`src/rtl/upscaler_pkg.sv`:
```
`default_nettype none
// ============================================================================
// Module      : upscaler_pkg
// Description : Shared types and helpers for the 4x4 window stage of the
//               bicubic upscaler (window size, FSM state type, pixel type and
//               the bit-packing index helper for the flattened window bus).
// Ports       : none (package)
// Revision    : 1.0 - initial release
// ============================================================================
package upscaler_pkg;

  localparam int WIN_SIZE    = 4;
  localparam int PIXEL_WIDTH = 8;

  typedef logic [PIXEL_WIDTH-1:0] pixel_t;

  typedef enum logic [1:0] {
    IDLE   = 2'd0,
    ACTIVE = 2'd1,
    DONE   = 2'd2
  } state_t;

  // LSB position of window element (row, col) in the flattened window bus.
  // Row 0 is the oldest line, column 0 the leftmost pixel.
  function automatic int win_lsb(input int row, input int col, input int width);
    return (row * WIN_SIZE + col) * width;
  endfunction

endpackage
`default_nettype wire

```
`src/rtl/window_4x4_if.sv`:
```
`default_nettype none
// ============================================================================
// Module      : window_4x4_if
// Description : Bundle between the line buffer / pixel source and the 4x4
//               window assembler.
//               master : pixel source side (drives ce/sof/flush/taps)
//               slave  : window_4x4 side (drives the window outputs)
// Signals     : ce, sof, flush, tap_0..tap_3 (towards window_4x4)
//               win, win_valid, win_x, win_y, frame_done (from window_4x4)
//               win_count (only when WIN_FRAME_STATS_EN is defined)
// Revision    : 1.0 - initial release
// ============================================================================
interface window_4x4_if
  import upscaler_pkg::*;
#(
  parameter int DATA_WIDTH = 8,
  parameter int IMG_WIDTH  = 128,
  parameter int IMG_HEIGHT = 128
);

  logic                                     ce;
  logic                                     sof;
  logic                                     flush;
  logic [DATA_WIDTH-1:0]                    tap_0;
  logic [DATA_WIDTH-1:0]                    tap_1;
  logic [DATA_WIDTH-1:0]                    tap_2;
  logic [DATA_WIDTH-1:0]                    tap_3;
  logic [WIN_SIZE*WIN_SIZE*DATA_WIDTH-1:0]  win;
  logic                                     win_valid;
  logic [$clog2(IMG_WIDTH)-1:0]             win_x;
  logic [$clog2(IMG_HEIGHT)-1:0]            win_y;
  logic                                     frame_done;
`ifdef WIN_FRAME_STATS_EN
  logic [15:0]                              win_count;
`endif

  modport master (
    output ce, sof, flush, tap_0, tap_1, tap_2, tap_3,
    input  win, win_valid, win_x, win_y, frame_done
`ifdef WIN_FRAME_STATS_EN
    , input win_count
`endif
  );

  modport slave (
    input  ce, sof, flush, tap_0, tap_1, tap_2, tap_3,
    output win, win_valid, win_x, win_y, frame_done
`ifdef WIN_FRAME_STATS_EN
    , output win_count
`endif
  );

endinterface
`default_nettype wire

```
`src/rtl/window_4x4_shift_reg.sv`:
```
`default_nettype none
// ============================================================================
// Module      : window_shift_reg
// Description : 4x4 pixel register array. On shift_en every row moves one
//               column to the left and col_in enters at the rightmost column.
// Ports       : clk      - clock
//               rst      - asynchronous active-low reset
//               shift_en - shift the window by one column
//               col_in   - new column, row r at [r*DATA_WIDTH +: DATA_WIDTH],
//                          row 0 = oldest line
//               win      - flattened window, element (r,c) at win_lsb(r,c)
// Revision    : 1.0 - initial release
// ============================================================================
module window_shift_reg
  import upscaler_pkg::*;
#(
  parameter int DATA_WIDTH = 8
) (
  input  wire logic                                    clk,
  input  wire logic                                    rst,
  input  wire logic                                    shift_en,
  input  wire logic [WIN_SIZE*DATA_WIDTH-1:0]          col_in,
  output logic      [WIN_SIZE*WIN_SIZE*DATA_WIDTH-1:0] win
);

  logic [DATA_WIDTH-1:0] r_cell [WIN_SIZE][WIN_SIZE];

  always_ff @(posedge clk or negedge rst) begin
    if (!rst) begin
      for (int r = 0; r < WIN_SIZE; r++) begin
        for (int c = 0; c < WIN_SIZE; c++) begin
          r_cell[r][c] <= '0;
        end
      end
    end else if (shift_en) begin
      for (int r = 0; r < WIN_SIZE; r++) begin
        for (int c = 0; c < WIN_SIZE - 1; c++) begin
          r_cell[r][c] <= r_cell[r][c+1];
        end
        r_cell[r][WIN_SIZE-1] <= col_in[r*DATA_WIDTH +: DATA_WIDTH];
      end
    end
  end

  for (genvar r = 0; r < WIN_SIZE; r++) begin : g_row
    for (genvar c = 0; c < WIN_SIZE; c++) begin : g_col
      assign win[win_lsb(r, c, DATA_WIDTH) +: DATA_WIDTH] = r_cell[r][c];
    end
  end

endmodule
`default_nettype wire

```
`src/rtl/window_4x4.sv`:
```
`default_nettype none
// ============================================================================
// Module      : window_4x4
// Description : Assembles a sliding 4x4 pixel window from the line buffer's
//               per-column taps, realigning the combinational newest-row tap
//               against the registered older rows, tracking window position
//               and flagging only windows lying fully inside the image.
// Ports       : clk  - clock
//               rst  - asynchronous active-low reset
//               bus  - window_4x4_if.slave:
//                      in : ce, sof, flush, tap_0..tap_3
//                      out: win, win_valid, win_x, win_y, frame_done
//                           win_count (WIN_FRAME_STATS_EN only)
// Options     : WIN_FRAME_STATS_EN - adds a saturating 16-bit per-frame
//               window counter on bus.win_count.
// Revision    : 1.0 - initial release
// ============================================================================
module window_4x4
  import upscaler_pkg::*;
#(
  parameter int DATA_WIDTH = 8,
  parameter int IMG_WIDTH  = 128,
  parameter int IMG_HEIGHT = 128
) (
  input  wire logic   clk,
  input  wire logic   rst,
  window_4x4_if.slave bus
);

  localparam int c_xw = $clog2(IMG_WIDTH);
  localparam int c_yw = $clog2(IMG_HEIGHT);
  localparam logic [c_xw-1:0] c_x_last = c_xw'(IMG_WIDTH - 1);
  localparam logic [c_yw-1:0] c_y_last = c_yw'(IMG_HEIGHT - 1);
  localparam logic [c_xw-1:0] c_x_edge = c_xw'(WIN_SIZE - 1);
  localparam logic [c_yw-1:0] c_y_edge = c_yw'(WIN_SIZE - 1);

  state_t                  r_state;
  logic [DATA_WIDTH-1:0]   r_h0;
  logic                    r_pending;
  logic [c_xw-1:0]         r_xa;
  logic [c_yw-1:0]         r_ya;
  logic                    r_win_valid;
  logic                    r_frame_done;
  logic [c_xw-1:0]         r_win_x;
  logic [c_yw-1:0]         r_win_y;

  logic                    w_active;
  logic                    w_start;
  logic                    w_advance;
  logic                    w_consume;
  logic                    w_last;
  logic                    w_emit;
  logic [WIN_SIZE*DATA_WIDTH-1:0] w_col;
  logic [WIN_SIZE*WIN_SIZE*DATA_WIDTH-1:0] w_win;

  assign w_active  = (r_state == ACTIVE);
  assign w_start   = bus.ce & bus.sof;
  // flush only moves the pipeline while a frame is in progress; ce wins
  assign w_advance = bus.ce | (bus.flush & w_active);
  // a start-of-frame abandons the pending pixel instead of consuming it
  assign w_consume = w_active & w_advance & r_pending & ~w_start;
  assign w_last    = (r_xa == c_x_last) && (r_ya == c_y_last);
  // windows with xa<3 straddle a line wrap, rows ya<3 hold stale lines
  assign w_emit    = w_consume && (r_xa >= c_x_edge) && (r_ya >= c_y_edge);

  // h0 holds the newest-row pixel of the previous advance so it lines up
  // with the registered taps, which also belong to the previous advance.
  assign w_col = {r_h0, bus.tap_1, bus.tap_2, bus.tap_3};

  window_shift_reg #(
    .DATA_WIDTH (DATA_WIDTH)
  ) u_shift_reg (
    .clk      (clk),
    .rst      (rst),
    .shift_en (w_consume),
    .col_in   (w_col),
    .win      (w_win)
  );

  always_ff @(posedge clk or negedge rst) begin
    if (!rst) begin
      r_state      <= IDLE;
      r_h0         <= '0;
      r_pending    <= 1'b0;
      r_xa         <= '0;
      r_ya         <= '0;
      r_win_valid  <= 1'b0;
      r_frame_done <= 1'b0;
      r_win_x      <= '0;
      r_win_y      <= '0;
    end else begin
      r_win_valid  <= 1'b0;
      r_frame_done <= 1'b0;
      case (r_state)
        IDLE, DONE: begin
          if (w_start) begin
            r_h0      <= bus.tap_0;
            r_pending <= 1'b1;
            r_xa      <= '0;
            r_ya      <= '0;
            r_state   <= ACTIVE;
          end else if (r_state == DONE) begin
            r_state   <= IDLE;
          end
        end
        ACTIVE: begin
          if (w_start) begin
            r_h0      <= bus.tap_0;
            r_pending <= 1'b1;
            r_xa      <= '0;
            r_ya      <= '0;
          end else if (w_advance) begin
            if (r_pending) begin
              r_win_valid <= w_emit;
              if (w_emit) begin
                r_win_x <= r_xa - c_x_edge;
                r_win_y <= r_ya - c_y_edge;
              end
              if (w_last) begin
                r_frame_done <= 1'b1;
                r_state      <= DONE;
              end else if (r_xa == c_x_last) begin
                r_xa <= '0;
                r_ya <= r_ya + 1'b1;
              end else begin
                r_xa <= r_xa + 1'b1;
              end
            end
            // a flush-only advance brings no new pixel; a ce after the final
            // pixel belongs to no frame
            if (bus.ce) begin
              r_h0 <= bus.tap_0;
            end
            r_pending <= bus.ce & ~(r_pending & w_last);
          end
        end
        default: begin
          r_state <= IDLE;
        end
      endcase
    end
  end

`ifdef WIN_FRAME_STATS_EN
  logic [15:0] r_win_count;

  always_ff @(posedge clk or negedge rst) begin
    if (!rst) begin
      r_win_count <= '0;
    end else if (w_start) begin
      r_win_count <= '0;
    end else if (w_emit && (r_win_count != 16'hFFFF)) begin
      r_win_count <= r_win_count + 16'd1;
    end
  end

  assign bus.win_count = r_win_count;
`endif

  assign bus.win        = w_win;
  assign bus.win_valid  = r_win_valid;
  assign bus.win_x      = r_win_x;
  assign bus.win_y      = r_win_y;
  assign bus.frame_done = r_frame_done;

endmodule
`default_nettype wire

```
`src/flat_wrapper.sv`:
```
// flat-port wrapper written by rule: the top's interface ports become plain ports
module window_4x4_flat import upscaler_pkg::*;
#(
  parameter int DATA_WIDTH = 8,
  parameter int IMG_WIDTH  = 128,
  parameter int IMG_HEIGHT = 128
)
  (clk, rst, bus_ce, bus_sof, bus_flush, bus_tap_0, bus_tap_1, bus_tap_2, bus_tap_3, bus_win, bus_win_valid, bus_win_x, bus_win_y, bus_frame_done);
  window_4x4_if #(.DATA_WIDTH(DATA_WIDTH), .IMG_WIDTH(IMG_WIDTH), .IMG_HEIGHT(IMG_HEIGHT)) bus_i ();
  input  wire logic clk;
  input  wire logic rst;
  input wire logic [$bits(bus_i.ce)-1:0] bus_ce;
  input wire logic [$bits(bus_i.sof)-1:0] bus_sof;
  input wire logic [$bits(bus_i.flush)-1:0] bus_flush;
  input wire logic [$bits(bus_i.tap_0)-1:0] bus_tap_0;
  input wire logic [$bits(bus_i.tap_1)-1:0] bus_tap_1;
  input wire logic [$bits(bus_i.tap_2)-1:0] bus_tap_2;
  input wire logic [$bits(bus_i.tap_3)-1:0] bus_tap_3;
  output wire logic [$bits(bus_i.win)-1:0] bus_win;
  output wire logic [$bits(bus_i.win_valid)-1:0] bus_win_valid;
  output wire logic [$bits(bus_i.win_x)-1:0] bus_win_x;
  output wire logic [$bits(bus_i.win_y)-1:0] bus_win_y;
  output wire logic [$bits(bus_i.frame_done)-1:0] bus_frame_done;
  assign bus_i.ce = bus_ce;
  assign bus_i.sof = bus_sof;
  assign bus_i.flush = bus_flush;
  assign bus_i.tap_0 = bus_tap_0;
  assign bus_i.tap_1 = bus_tap_1;
  assign bus_i.tap_2 = bus_tap_2;
  assign bus_i.tap_3 = bus_tap_3;
  assign bus_win = bus_i.win;
  assign bus_win_valid = bus_i.win_valid;
  assign bus_win_x = bus_i.win_x;
  assign bus_win_y = bus_i.win_y;
  assign bus_frame_done = bus_i.frame_done;
  window_4x4 #(.DATA_WIDTH(DATA_WIDTH), .IMG_WIDTH(IMG_WIDTH), .IMG_HEIGHT(IMG_HEIGHT)) u_core (.clk(clk), .rst(rst), .bus(bus_i));
endmodule
```
`config.mk`:
```
export PLATFORM = sky130hd
export DESIGN_NAME = window_4x4_flat
export DESIGN_NICKNAME = d
export VERILOG_FILES = /design/src/rtl/upscaler_pkg.sv /design/src/rtl/window_4x4_if.sv /design/src/rtl/window_4x4_shift_reg.sv /design/src/rtl/window_4x4.sv /design/src/flat_wrapper.sv
export SDC_FILE = /design/constraint.sdc
export NUM_CORES = 1
export LEC_CHECK = 0
export BUFFER_PORTS_ARGS = -buffer_cell sky130_fd_sc_hd__buf_2
export CAP_MARGIN = 20
export CORE_ASPECT_RATIO = 1.25
export CORE_MARGIN = 4
export CORE_UTILIZATION = 42
export DETAILED_ROUTE_END_ITERATION = 10
export PLACE_DENSITY = 0.66
export REMOVE_ABC_BUFFERS = 1
export SETUP_SLACK_MARGIN = 0.2
export SYNTH_ARGS = -nofsm -noshare
export SYNTH_HDL_FRONTEND = slang
export SYNTH_SLANG_ARGS = --single-unit
export TNS_END_PERCENT = 50
```
`constraint.sdc`:
```
create_clock -name clk -period 2.8 [get_ports clk]
set_input_delay 0.14 -clock clk [delete_from_list [all_inputs] [get_ports clk]]
set_output_delay 0.14 -clock clk [all_outputs]
set_load 0.05 [all_outputs]
```
# ---- Word level (Yosys, flattened, before mapping)
# Index checks and enable logic that the tools add are counted.
dict set report word_totals {
  out_inout_bits 144
  input_bits 37
  elab_cells 106
  register_bits 169
}
dict set report classes {
  n_reduce_logical 12
  mux 38
  bitwise_logic 10
  n_eq_ne 15
  n_addsub 4
  n_lt_le_gt_ge 2
}
# cell n
set ops {}
lappend ops {{$mux 7} 11}
lappend ops {{$mux 8} 4}
lappend ops {{$pmux 7 s2} 2}
lappend ops {{$pmux 8 s2} 1}
lappend ops {{$reduce_and 5->1} 3}
lappend ops {{$add 7x1->7 const B} 2}
lappend ops {{$eq 7x7->1 const B} 2}
lappend ops {{$ge 7x2->1 const B} 2}
lappend ops {{$sub 7x2->7 const B} 2}
lappend ops {{$mux 1} 12}
lappend ops {{$mux 2} 6}
lappend ops {{$ne 3x3->1 const B} 4}
lappend ops {{$and 1x1->1} 7}
lappend ops {{$ne 2x2->1 const B} 3}
lappend ops {{$reduce_and 6->1} 1}
lappend ops {{$ne 2x1->1 const B} 2}
lappend ops {{$pmux 2 s2} 1}
lappend ops {{$reduce_and 4->1} 1}
lappend ops {{$logic_and 1x1->1} 3}
lappend ops {{$ne 3x1->1 const B} 1}
lappend ops {{$ne 3x2->1 const B} 1}
lappend ops {{$reduce_and 3->1} 1}
lappend ops {{$eq 2x1->1 const B} 1}
lappend ops {{$eq 2x2->1 const B} 1}
lappend ops {{6 further kinds} 7}

# ---- Depth between registers and ports, before layout
dict set report logic_depth {
  depth_word 12
  mapped_depth 8
  ltp_nobuf 6
}

# ---- Modules after synthesis
# Synthesis repeated with hierarchy kept, for this count alone.
dict set report hier_totals {
  cells_unflattened 454
  area_unflattened_um2 6911.6
}
# mod cells_each seq_area_each_um2 area_per_inst_um2 instances
set by_module_without_submodules {}
lappend by_module_without_submodules {window_shift_reg 270 3203.1 4822.1 1}
lappend by_module_without_submodules {window_4x4 184 1026.0 2089.5 1}

# ---- Least setup slack after synthesis
# Ideal clock, no wire load.
dict set report synth_timing {
  path_type {flip-flop to flip-flop}
  start {register u_core.r_xa[3]}
  end {register u_core.r_win_x[1], in the netlist u_core.bus.win_x[1]}
  arrival_ps 1807
  synth_period_minus_slack_ps 1932
  setup_ps 125
  t_required_ps 2675
  stages_incl_launch_ff 6
  setup_slack_ps 868
  path_buffers 1
  path_cell_list {dfrtp_1 > buf_6 > or3_4 > or3_4 > o221ai_4 > mux2_2}
}
dict set report synth_between {
  elab_chain_cells 4
}
# item line
set synth_rtl {}
lappend synth_rtl {{from (decl)} window_4x4.sv:40} ;# logic [c_xw-1:0] r_xa;
lappend synth_rtl {{from (signal assigned)} window_4x4.sv:126} ;# r_xa <= r_xa + 1'b1;
lappend synth_rtl {{$ge 7x2->1} window_4x4.sv:64} ;# assign w_emit = w_consume && (r_xa >= c_x_edge) && (r_ya >= c_y_edge);
lappend synth_rtl {{$logic_and 1x1->1 (2 in a row)} window_4x4.sv:64}
lappend synth_rtl {{$reduce_and 5->1 (no line)} n/a}
lappend synth_rtl {{to (signal assigned)} window_4x4.sv:116} ;# r_win_x <= r_xa - c_x_edge;
lappend synth_rtl {{to (decl)} window_4x4.sv:44} ;# logic [c_xw-1:0] r_win_x;
# No other way between the ends.
# A chain may end at the register's enable or synchronous reset.

# ---- Worst setup path after layout
# Same ends and word-level chain as after synthesis.

==> run_results.csv <==
group,metric,value,unit
floorplan,die_height,150,um
hold_path,hold_endpoint,"u_core.r_ya[1]",
timing,timing.final.setup_violations,0,
route,route.detailed.vias_per_inst,4.95,
job,max_cap_viol_count,0,
timing,layout_worst_path_cycle_share,80.8,%
worst_setup_path,worst_path_dominant_cell_family,"simple AND/OR/NAND/NOR gates",
grt,largest_net_degree_at_the_start_of_global_routing,76,
worst_setup_path,crit_buf_inv,0,
timing,timing.final.crit_period,2.26,ns
finish,insertedDiodeCount,0,
place,placement.setup.worst_slack,0.524,ns
worst_setup_path,worst_ep_arrival_time,2.57,ns
grt,initial_antenna_violation_count,0,
clock_network,clk-insertion-delay-late,0.42,ns
route,remaining_drc_errors,0,
logic_synthesis,number_of_flops_mapped_to_enable_cells_by_yosys,0,
place,hpwl,9.77,mm
timing,fmax,442,MHz
floorplan,num_rows,51,
route,ant_nets,0,
route,routed_wirelength,14.1,mm
worst_setup_path,r2r_slack,0.54,ns
clock_network,cts_sinks,169,
place,placement.io_buffers,180,
logic_synthesis,async_flop_share,100,%
floorplan,io_pins,181,
route,post_drt_wl_per_cell,15.3,um
worst_setup_path,cp_capture_type,"flop",
hold_path,worstHoldPathCells,4,
timing,final_max_slew_viol_count,0,
timing,final_hold_vios,0,
place,place.gp.congestion,0.816,
worst_setup_path,r2r-end,"u_core.bus.win_x[1]",
finish,filler_cell_count,1362,
grt,residual_overflow_from_global_routing,0,
worst_setup_path,worstReg2RegStart,"u_core.r_xa[3]",
logic_synthesis,yosysSeqAreaShare,62.1,%
timing,rsz0062_at_grt,"no",
worst_setup_path,reg2reg_depth,4,
logic_synthesis,postSynthCellCount,484,
route,drt_iter0_markers,251,
worst_setup_path,worst-setup-path-type,"flop to flop",
hold_path,worst_hold_path_type,"input pin to flop",
finish,area_delta_synth_final,28.9,%
floorplan,die_width,122,um
finish,multi_input_comb_area,0.00241,mm2
power,leakage_power_of_the_design,4.09,nW
route,detail_route.first_pass.iterations,5,
logic_synthesis,ys_types,40,
logic_synthesis,post_synth_instance_area,0.00681,mm2
clock_network,cts_buffers,17,
finish,register_area,0.00423,mm2
power,power_per_cell_area,1240,mW/mm2
route,vias,4541,
timing,relSlewSlack,57.0,%
timing,postLayoutSetupSlackWorst,0.538,ns
logic_synthesis,ys_warn_count,0,
timing,max_slew.worst_pin.slew,0.645,ns
worst_setup_path,timing.critical_path.mode_cell,"or3_4",
clock_network,cts_buffer_depth,2,
timing,fin_skew,0.00682,ns
grt,grt_pass1_wl,23.2,mm
floorplan,initial_utilization,43.2,%
clock_network,cts_h_tree_lvls,4,
grt,groute.usage.overall,16.0,%
worst_setup_path,crit_fanout,25,
worst_setup_path,critical_path.slowest_cell,"o221ai_4",
place,dp_cells,852,
clock_network,tritoncts,"yes",
finish,drive_gt1_share,51.1,%
floorplan,design.core.area,0.0158,mm2
worst_setup_path,setup.worst_path.start_class,"flop",
finish,layout_cells_excl_fill,917,
worst_setup_path,worst-endpoint-required,3.11,ns
run_status,outcome,"finished clean",
power,max-vdd-ir-drop,0.705,mV
floorplan,die_area,0.0183,mm2
clock_network,cts_resized,0,
logic_synthesis,synth-main-ff-cell,"dfrtp_1",
clock_network,cts_root_buf,"clkbuf_16",
logic_synthesis,ys_seq_elements,169,
hold_path,hp-start,"bus_sof",
worst_setup_path,crit_chain,"or3_4, or3_4, o221ai_4, mux2_2",
finish,num-nets-final,731,
clock_network,clock_transition_time_at_the_flip_flop_clock_pins_of_the_worst_setup_and_hold_paths,0.07,ns
grt,grt_pass1_vias,4624,
worst_setup_path,critical-path-max-stage-delay,0.50,ns
logic_synthesis,syn-mean-instance-area,14.1,um2
## synthesized netlist by cell type, drive strengths merged (3+ instances only)
master / instances / share of area (%)
nand2: 26 / 1.4
o21ai: 27 / 2.0
nand4: 8 / 0.73
o22ai: 4 / 0.37
a31oi: 3 / 0.28
nand3: 11 / 0.81
inv: 5 / 0.28
and3: 6 / 0.59
or3: 4 / 0.51
a21oi: 11 / 0.81
xor2: 3 / 0.39
buf: 21 / 2.0
nor3: 5 / 0.37
dfrtp: 169 / 62
xnor2: 6 / 0.77
mux2: 138 / 23
nor2: 8 / 0.44
clkbuf: 7 / 0.39
## registers in the layout (all words and copies together) (netlist names)
signal,count
u_core.bus.win_y,7
u_core.r_h0,8
u_core.r_pending,1
u_core.bus.win_x,7
u_core.bus.frame_done,1
u_core.r_state,2
u_core.r_ya,7
u_core.r_xa,7
u_core.u_shift_reg.win,128
u_core.bus.win_valid,1
## timing repair
| action | in CTS | in global routing |
|---|---|---|
| setup buffers | 0 | 0 |
| hold endpoints to repair | 88 | 0 |
| hold buffers | 33 | 0 |
## tightest hold or removal path, cell delays in order
cell     delay, ns
buf_2         0.10
a21oi_1       0.12
nand2_1       0.09
o31ai_1       0.05
## per-stage QoR
step           area, um2  hold WS (ns)  TNS [ns]  power (mW)  utilization [%]
5_1_grt             8780         0.128         0        11.4             55.7
3_3_place_gp        7900         0.135         0        8.63             50.1
4_1_cts             8780         0.104         0        11.0             55.7
3_5_place_dp        7900         0.141         0        8.73             50.1
6_report            8780         0.115         0        10.9             55.7
2_1_floorplan       6650        -0.156  -1347.28        7.57                -
## layout by cell type (no fill, tap or decap), types with 2 or more instances in the layout
cell / netlist / final
buf_2: 13 / 179
dfrtp_1: 169 / 169
mux2_2: 138 / 138
dlygate4sd3_1: 0 / 33
nand2_1: 26 / 26
o21ai_0: 26 / 26
clkbuf_16: 0 / 17
a21oi_1: 11 / 11
nand3_1: 11 / 11
nor2_1: 8 / 8
nand4_1: 8 / 8
xnor2_1: 6 / 6
nor3_1: 5 / 5
inv_1: 5 / 5
and3_1: 4 / 4
o22ai_1: 4 / 4
xor2_1: 3 / 3
a31oi_1: 3 / 3
clkinv_4: 0 / 3
clkinv_2: 0 / 3
clkbuf_1: 7 / 3
buf_12: 0 / 3
nand2b_1: 2 / 2
or3_4: 2 / 2
and3_2: 2 / 2
o22a_1: 2 / 2
or4_1: 2 / 2
or3_1: 2 / 2
ha_1: 2 / 2
clkbuf_8: 0 / 2
clkinvlp_4: 0 / 2
## how the worst max path moves through the flow
stage / slack, ns / start / depth (start not counted) / endpoint
5_1_grt: 0.31 / u_core.r_pending / 6 / u_core.bus.win_x[6]
3_5_place_dp: 0.52 / u_core.r_xa[3] / 4 / u_core.bus.win_x[1]
6_report: 0.54 / u_core.r_xa[3] / 4 / u_core.bus.win_x[1]
2_1_floorplan: -10.70 / u_core.r_pending / 4 / u_core.bus.win_x[1]
4_1_cts: 0.51 / u_core.r_xa[3] / 4 / u_core.bus.win_x[1]
3_3_place_gp: 0.56 / u_core.r_xa[3] / 4 / u_core.bus.win_y[1]
## report_power, final
group / internal, mW / leakage (nW) / switching [mW]
logic: 1.31 / 1.79 / 3.57
clock network: 1.27 / 0.270 / 0.949
registers: 3.26 / 2.04 / 0.541
## per-layer routing
metal | GRT usage [%] | up-vias | wire length [um]
met5 | 0 | - | 0
met4 | 5.04 | 0 | 199
met3 | 5.19 | 18 | 860
met2 | 27.2 | 133 | 7480
met1 | 19.2 | 2245 | 5510
li1 | - | 2145 | -
## kinds of logic (layout without fill, tap and decap cells)
family	count (synthesis)	count (layout)	share of synthesized area [%]
muxes	139	139	23.0
and+or+nand+nor	79	79	6.06
adders and majority gates	2	2	0.367
DFF	169	169	62.1
xor gates and xnor gates	9	9	1.16
buffers and inverters	33	254	2.66
AOI/OAI and AO/OA	53	53	4.72
## final cells by class
type                            instances  share of cell area [%]
Clock buffer                           22                    5.28
Clock inverter                         10                    1.08
Inverter                                5                   0.214
Multi-Input combinational cell        282                    27.4
Sequential cell                       169                    48.1
Tap cell                              212                    3.02
Timing Repair Buffer                  217                    14.9
(Power assumes the default switching activity.)
